## src/rtl/rom_reader_pkg.sv

```systemverilog
// Shared types and latency-dependent constants for the ROM block reader.
// Build option ROM_LAT2_EN selects a 2-cycle (output-registered) ROM.
package rom_reader_pkg;

  typedef enum logic [1:0] {
    IDLE  = 2'd0,
    RUN   = 2'd1,
    DRAIN = 2'd2
  } state_t;

`ifdef ROM_LAT2_EN
  localparam int ROM_LAT    = 2;
  localparam int FIFO_DEPTH = 3;
`else
  localparam int ROM_LAT    = 1;
  localparam int FIFO_DEPTH = 2;
`endif

  localparam int TAG_DIM_W = 8;

  typedef struct packed {
    logic [TAG_DIM_W-1:0] x;
    logic [TAG_DIM_W-1:0] y;
    logic                 last;
  } tag_t;

  function automatic int unsigned ones(input logic [ROM_LAT-1:0] v);
    int unsigned n;
    n = 32'd0;
    for (int i = 0; i < ROM_LAT; i++) begin
      n = n + {31'd0, v[i]};
    end
    return n;
  endfunction

  // A new read is allowed only if every word already owed to the FIFO still fits after it.
  function automatic logic credit_ok(input int unsigned count, input int unsigned inflight,
                                     input logic pop);
    int unsigned room;
    room = FIFO_DEPTH - 1;
    if (pop) begin
      room = room + 32'd1;
    end else begin
      room = room;
    end
    return (count + inflight) <= room;
  endfunction

endpackage

```

## src/rtl/rom_rd_fifo.sv

```systemverilog
// Small circular FIFO holding {ROM word, tag} pairs between the ROM and the stream port.
// Head entry is presented continuously; pop on an empty FIFO is ignored.
module rom_rd_fifo
  import rom_reader_pkg::*;
#(
  parameter int DATA_W = 8,
  parameter int DEPTH  = FIFO_DEPTH,
  parameter int CNT_W  = $clog2(DEPTH + 1)
) (
  input  logic              clk,
  input  logic              rst_n,
  input  logic              push,
  input  logic [DATA_W-1:0] push_data,
  input  tag_t              push_tag,
  input  logic              pop,
  output logic [DATA_W-1:0] head_data,
  output tag_t              head_tag,
  output logic [CNT_W-1:0]  count,
  output logic              empty
);

  localparam int PTR_W = (DEPTH > 1) ? $clog2(DEPTH) : 1;

  logic [DATA_W-1:0] mem_data_r [DEPTH];
  tag_t              mem_tag_r  [DEPTH];
  logic [PTR_W-1:0]  wr_ptr_r, rd_ptr_r;
  logic [CNT_W-1:0]  count_r;
  logic              pop_s;

  function automatic logic [PTR_W-1:0] next_ptr(input logic [PTR_W-1:0] p);
    return (p == PTR_W'(DEPTH - 1)) ? '0 : p + 1'b1;
  endfunction

  assign pop_s     = pop && (count_r != '0);
  assign empty     = (count_r == '0);
  assign count     = count_r;
  assign head_data = mem_data_r[rd_ptr_r];
  assign head_tag  = mem_tag_r[rd_ptr_r];

  // Storage, pointers and occupancy; entries are cleared on reset so outputs read zero.
  always_ff @(posedge clk or negedge rst_n) begin
    if (!rst_n) begin
      for (int i = 0; i < DEPTH; i++) begin
        mem_data_r[i] <= '0;
        mem_tag_r[i]  <= '0;
      end
      wr_ptr_r <= '0;
      rd_ptr_r <= '0;
      count_r  <= '0;
    end else begin
      if (push) begin
        mem_data_r[wr_ptr_r] <= push_data;
        mem_tag_r[wr_ptr_r]  <= push_tag;
        wr_ptr_r             <= next_ptr(wr_ptr_r);
      end
      if (pop_s) begin
        rd_ptr_r <= next_ptr(rd_ptr_r);
      end
      case ({push, pop_s})
        2'b10:   count_r <= count_r + 1'b1;
        2'b01:   count_r <= count_r - 1'b1;
        default: count_r <= count_r;
      endcase
    end
  end

endmodule

```

## src/rtl/rom_block_reader.sv

```systemverilog
// Fetches a width x height rectangle from a synchronous ROM and streams it with x/y tags.
// Build option ROM_LAT2_EN: 2-cycle ROM, deeper tag pipe and FIFO (see rom_reader_pkg).
module rom_block_reader
  import rom_reader_pkg::*;
#(
  parameter  int DATA_W = 8,
  parameter  int DEPTH  = 256,
  parameter  int DIM_W  = TAG_DIM_W,
  localparam int ADDRW  = $clog2(DEPTH)
) (
  input  logic              clk,
  input  logic              rst_n,
  input  logic              start,
  input  logic [ADDRW-1:0]  base_addr,
  input  logic [DIM_W-1:0]  width,
  input  logic [DIM_W-1:0]  height,
  input  logic [DIM_W-1:0]  stride,
  output logic              busy,
  output logic              done,
  output logic [ADDRW-1:0]  rom_addr,
  input  logic [DATA_W-1:0] rom_data,
  output logic              out_valid,
  input  logic              out_ready,
  output logic [DATA_W-1:0] out_data,
  output logic [DIM_W-1:0]  out_x,
  output logic [DIM_W-1:0]  out_y,
  output logic              out_last
);

  localparam int CNT_W = $clog2(FIFO_DEPTH + 1);

  state_t             state_r, state_s;
  logic [DIM_W-1:0]   width_r, height_r, stride_r, x_r, y_r;
  logic [ADDRW-1:0]   row_base_r, addr_r, issue_addr_s;
  logic               busy_r, done_r;
  logic [ROM_LAT-1:0] pipe_vld_r;
  tag_t               pipe_tag_r [ROM_LAT];
  logic               issue_s, pop_s, last_issue_s, zero_job_s, row_end_s;
  tag_t               head_tag_s;
  logic [CNT_W-1:0]   fifo_count_s;
  logic               fifo_empty_s;

  assign zero_job_s   = (width == '0) || (height == '0);
  assign row_end_s    = (x_r == width_r - 1'b1);
  assign last_issue_s = row_end_s && (y_r == height_r - 1'b1);
  assign issue_addr_s = row_base_r + ADDRW'(x_r);
  assign pop_s        = out_valid && out_ready;

  // The ROM registers its address on the issuing edge, so the new address is presented
  // combinationally in the issue cycle; otherwise the last issued address is held.
  assign rom_addr = issue_s ? issue_addr_s : addr_r;

  // Next-state and issue decision.
  always_comb begin
    state_s = state_r;
    issue_s = 1'b0;
    case (state_r)
      IDLE: begin
        if (start && !zero_job_s) state_s = RUN;
        else                      state_s = IDLE;
      end
      RUN: begin
        issue_s = credit_ok(32'(fifo_count_s), ones(pipe_vld_r), pop_s);
        if (issue_s && last_issue_s) state_s = DRAIN;
        else                         state_s = RUN;
      end
      DRAIN: begin
        if (pop_s && head_tag_s.last) state_s = IDLE;
        else                          state_s = DRAIN;
      end
      default: state_s = IDLE;
    endcase
  end

  // Job registers, raster counters and status flags.
  always_ff @(posedge clk or negedge rst_n) begin
    if (!rst_n) begin
      state_r    <= IDLE;
      width_r    <= '0;
      height_r   <= '0;
      stride_r   <= '0;
      x_r        <= '0;
      y_r        <= '0;
      row_base_r <= '0;
      addr_r     <= '0;
      busy_r     <= 1'b0;
      done_r     <= 1'b0;
    end else begin
      state_r <= state_s;
      done_r  <= 1'b0;
      if ((state_r == IDLE) && start) begin
        width_r    <= width;
        height_r   <= height;
        stride_r   <= stride;
        row_base_r <= base_addr;
        x_r        <= '0;
        y_r        <= '0;
        busy_r     <= !zero_job_s;
        done_r     <= zero_job_s;
      end else if ((state_r == DRAIN) && (state_s == IDLE)) begin
        busy_r <= 1'b0;
        done_r <= 1'b1;
      end
      if (issue_s) begin
        addr_r <= issue_addr_s;
        if (row_end_s) begin
          x_r        <= '0;
          y_r        <= y_r + 1'b1;
          row_base_r <= row_base_r + ADDRW'(stride_r);
        end else begin
          x_r <= x_r + 1'b1;
        end
      end
    end
  end

  // Tag pipe tracking each read until its word appears on rom_data.
  always_ff @(posedge clk or negedge rst_n) begin
    if (!rst_n) begin
      pipe_vld_r <= '0;
      for (int i = 0; i < ROM_LAT; i++) pipe_tag_r[i] <= '0;
    end else begin
      pipe_vld_r[0] <= issue_s;
      pipe_tag_r[0] <= '{x: x_r, y: y_r, last: last_issue_s};
      for (int i = 1; i < ROM_LAT; i++) begin
        pipe_vld_r[i] <= pipe_vld_r[i-1];
        pipe_tag_r[i] <= pipe_tag_r[i-1];
      end
    end
  end

  rom_rd_fifo #(
    .DATA_W (DATA_W),
    .DEPTH  (FIFO_DEPTH),
    .CNT_W  (CNT_W)
  ) u_fifo (
    .clk       (clk),
    .rst_n     (rst_n),
    .push      (pipe_vld_r[ROM_LAT-1]),
    .push_data (rom_data),
    .push_tag  (pipe_tag_r[ROM_LAT-1]),
    .pop       (pop_s),
    .head_data (out_data),
    .head_tag  (head_tag_s),
    .count     (fifo_count_s),
    .empty     (fifo_empty_s)
  );

  assign out_valid = !fifo_empty_s;
  assign out_x     = head_tag_s.x;
  assign out_y     = head_tag_s.y;
  assign out_last  = head_tag_s.last;
  assign busy      = busy_r;
  assign done      = done_r;

endmodule

```

## config.mk

```make
export PLATFORM = sky130hd
export DESIGN_NAME = rom_block_reader
export DESIGN_NICKNAME = d
export VERILOG_FILES = /design/src/rtl/rom_reader_pkg.sv /design/src/rtl/rom_rd_fifo.sv /design/src/rtl/rom_block_reader.sv
export SDC_FILE = /design/constraint.sdc
export NUM_CORES = 1
export LEC_CHECK = 0
export ABC_CLOCK_PERIOD_IN_PS = 2800
export CORE_MARGIN = 3
export CORE_UTILIZATION = 48
export DETAILED_ROUTE_END_ITERATION = 6
export GPL_TIMING_DRIVEN = 0
export MAX_ROUTING_LAYER = met4
export PLACE_DENSITY = 0.84
export SLEW_MARGIN = 20
export SYNTH_ARGS = -nofsm -noshare
export SYNTH_HDL_FRONTEND = slang
export SYNTH_SLANG_ARGS = --single-unit
```

## constraint.sdc

```tcl
create_clock -name clk -period 2.8 [get_ports clk]
set_input_delay 0.56 -clock clk [delete_from_list [all_inputs] [get_ports clk]]
set_output_delay 0.56 -clock clk [all_outputs]
set_load 0.005 [all_outputs]
```

==> results.sh, run 1 <==
export IMPL_status="finished, violations left"
export IMPL_violations="setup timing"
export IMPL_synth_edf_count=0
export IMPL_ys_seq_area_share_pct=50.9
export IMPL_grt_total_usage_pct=22.4
export IMPL_dpl_cell_count=827
export IMPL_critPathBufInv=3
export IMPL_htreeDepth=4
export IMPL_synthArstFlopShare_pct=100
export IMPL_cp_start_kind="flop"
export IMPL_pre_cts_slack_ns=-0.994
export IMPL_critPathRequiredTime_ns=2.24
export IMPL_irDropWorstVdd_v=0.00109
export IMPL_gr_max_usage_layer="met2"
export IMPL_rsz0062_at_grt="true"
export IMPL_timing_final_ws_setup_ns=-0.455
export IMPL_report_final_slew_viol_count=0
export IMPL_synth_fa_ha_area_share_pct=5.05
export IMPL_synth_area_mux_share_pct=14.3
export IMPL_grt_max_degree=72
export IMPL_use_met1_pct=26.4
export IMPL_netlist_area_mm2=0.00649
export IMPL_synth_area_leaders="dfrtp_1 (51%), mux2_2 (14%), nand2_1 (5.6%), ha_1 (4.4%), xnor2_1 (3.1%)"
export IMPL_synth_nets=644
export IMPL_ios=80
export IMPL_diodes=0
export IMPL_dieWidth_um=122
export IMPL_maxSlewHeadroom_pct=55.7
export IMPL_synth_top_family_by_area="multiplexers"
export IMPL_synth_seq_cells=132
export IMPL_arrival_ns=2.70
export IMPL_path_cells="ha_4, ha_4, ha_4, nor2b_4, o21ai_2, nand3b_1, or2_4, clkbuf_16, clkbuf_16, nand2_2, o21ai_2, buf_2"
export IMPL_timing_fmax_ghz=0.307
export IMPL_grt_pass1_wl_um=25000
export IMPL_drt_initial_drc_count=314
export IMPL_cts_buffers_inserted=17
export IMPL_setup_viol_count_final=8
export IMPL_syn_to_final_growth_pct=30.2
export IMPL_slowest_stage="dfrtp_1"
export IMPL_drt_total_wl_um=15600
export IMPL_hold_class="input pin to async pin"
export IMPL_synth_compound_area_share_pct=8.46
export IMPL_clk_transition_reported_paths_ns=0.06
export IMPL_cp_common_cell="ha_4"
export IMPL_reg2reg_slack_ns=0.05
export IMPL_final_antenna_net_count=0
export IMPL_fin_crit_ns=3.26
export IMPL_wl_per_cell_um=17.9
export IMPL_period_share_pct=116
export IMPL_setup_tns_ns=-3.52
export IMPL_drive_gt1_share_pct=26.3
export IMPL_avgSynthCellArea_um2=11.3
export IMPL_ys_types=58
export IMPL_synth_top_cell_by_area="dfrtp_1"
export IMPL_use_met3_pct=4.65
export IMPL_io_buffer_count=79
export IMPL_postCtsHoldBufs=0
export IMPL_num_rows=41
export IMPL_netlist_instances=575
export IMPL_ys_warn_count=0
export IMPL_hold_violations=0
export IMPL_cts_tree="yes"
export IMPL_dr_pass1_iters=6
export IMPL_grt_overflow_total=0
export IMPL_crit_type="flop to output port"
export IMPL_grt_pass1_vias=5046
export IMPL_ys_flop_type="dfrtp_1"
export IMPL_dieArea_mm2=0.0150
export IMPL_grt_antenna_before_repair=0
export IMPL_viasPerCell=5.58
export IMPL_yosysTopAreaCellShare_pct=50.9
export IMPL_clk_latency_ns=0.42
export IMPL_p_per_area_mw_per_mm2=1270
export IMPL_power_leakage_nw=3.91
export IMPL_vias=4861
export IMPL_clockBufferDepth=2
export IMPL_core_area_mm2=0.0129
export IMPL_synthSimpleGateAreaFrac_pct=12.5
export IMPL_dp_hpwl_um=10200
export IMPL_root_buffer="clkbuf_16"
export IMPL_routabilityCongestion=0.855
export IMPL_drc=0
export IMPL_cp_slowest_stage_delay_ns=0.43
export IMPL_initial_core_util_pct=50.2
export IMPL_critPathCaptureType="output port"
export IMPL_worst_pin_slew_ns=0.665
export IMPL_maxCapViolations=0
export IMPL_synth_xor_area_share_pct=5.67
export IMPL_dieHeight_um=122
export IMPL_path_max_fanout=5
export IMPL_fin_skew_ns=0.00670
export IMPL_layoutNonFillerInstCount=871
export IMPL_nets=755
export IMPL_fill_cells=959
export IMPL_cts_sinks=132
export IMPL_grt_use_met2_pct=36.5
export IMPL_final_core_util_pct=65.4
export IMPL_cp_top_family="adder cells"
[report_power, final]
group / switching (mW) / total (mW) / internal (mW)
sequential: 0.556 / 3.08 / 2.53
clock: 0.829 / 2.17 / 1.34
combinational: 2.59 / 5.44 / 2.85
total: 3.97 / 10.7 / 6.72
[kinds of logic (layout without fill, tap and decap cells)]
logic type,after synthesis,in the layout
AND/OR/NAND/NOR,171,171
flip-flops,132,132
multiplexers,83,83
AO/OA/AOI/OAI,82,82
XOR/XNOR,42,42
buffers and inverters,40,164
adder cells (fa/ha/maj),25,25
[flip-flops by register name (all words and copies together), names as in the netlist]
register           flops
u_fifo.mem_tag_r      34
pipe_tag_r            17
u_fifo.mem_data_r     16
addr_r                 8
height_r               8
row_base_r             8
stride_r               8
width_r                8
x_r                    8
y_r                    8
state_r                2
u_fifo.count           2
busy                   1
done                   1
pipe_vld_r             1
u_fifo.rd_ptr_r        1
u_fifo.wr_ptr_r        1
[per-stage QoR]
stage / hold slack [ns] / cell area (um^2) / total power, mW
after floorplan: 0.264 / 6510 / 5.74
after global placement: 0.359 / 7520 / 7.11
after detailed placement: 0.371 / 7540 / 7.32
after CTS: 0.162 / 8320 / 10.3
after global routing: 0.199 / 8450 / 11.4
final: 0.147 / 8450 / 10.7
[layout by cell type (no fill, tap or decap), types with 3 or more instances in the layout]
cell type	synthesis	final
dfrtp_1	132	130
buf_2	1	9
a21oi_1	12	10
nand2_1	96	86
nor4_1	7	6
nand2_2	1	5
buf_4	1	12
nor3_1	3	3
xnor2_1	23	22
clkbuf_1	13	10
nand2_4	0	6
clkdlybuf4s50_1	0	70
nor2_1	17	17
mux2_2	79	78
a21o_1	11	11
inv_1	18	18
nand2b_1	6	6
o21ai_2	0	6
clkbuf_8	1	6
or3_1	3	3
o21ai_0	30	22
ha_1	23	20
a22o_1	3	3
mux2i_1	4	3
ha_4	0	3
nand3b_1	4	4
clkbuf_16	0	20
buf_6	1	4
nand3_1	13	13
xor2_1	19	19
nor2b_1	4	3
nand4_1	3	3
clkinv_2	0	3
a31oi_1	4	4
and3_1	4	4
[path summary, 6_finish.rpt]
kind,startpoint,endpoint,cells after the start
setup / recovery,u_fifo.count[0],rom_addr[4],12
hold / removal,rst_n,u_fifo.mem_data_r[4],1
setup reg to reg,u_fifo.count[0],row_base_r[7],11
hold reg to reg,y_r[5],pipe_tag_r[6],0
max in group asynchronous,rst_n,x_r[1],2
min in group clk,y_r[5],pipe_tag_r[6],0
[layout make-up]
| class | count | area [um^2] | area share (%) |
|---|---|---|---|
| sequential | 132 | 3310 | 39.1 |
| multi-input combinational | 403 | 3180 | 37.6 |
| timing repair buffer | 93 | 917 | 10.8 |
| clock buffer | 22 | 494 | 5.85 |
| tap | 172 | 215 | 2.55 |
| buffer | 21 | 178 | 2.10 |
| clock inverter | 10 | 95.1 | 1.12 |
| inverter | 18 | 67.6 | 0.799 |
[cell usage after synthesis, drive strengths merged (4+ instances only)]
cell type  number
a21oi          12
nand2b          6
xnor2          23
nand2          97
nor2b           4
mux2i           4
and3            4
clkbuf         14
nand3b          4
mux2           79
nor4            8
a31oi           4
a21o           11
dfrtp         132
o21ai          31
a22o            5
nand3          14
inv            18
nand4           4
nor2           17
ha             23
buf             7
xor2           19
nor3            4
[repair_timing]
| action | in CTS | in global routing |
|---|---|---|
| pin swaps | 7 | 13 |
| buffers inserted | 7 | 5 |
| setup endpoints to repair | 35 | 21 |
| gates resized for setup | 70 | 23 |
| cloned | 1 | 0 |
[metal layers]
layer | vias up | wire length, um | share of wire (%)
met1 | 2395 | 6390 | 41
met3 | 44 | 813 | 5.2
met4 | 0 | 530 | 3.4
li1 | 2229 | - | -
met5 | - | 0 | 0
met2 | 193 | 7880 | 50
(Power assumes the default switching activity.)
==> run 2: changes to the inputs <==
- ABC_CLOCK_PERIOD_IN_PS: 2800 -> default
- HOLD_SLACK_MARGIN: default -> 0.12
==> results of run 2 <==
Final layout, timing and power as in run 1 (identical DEF).
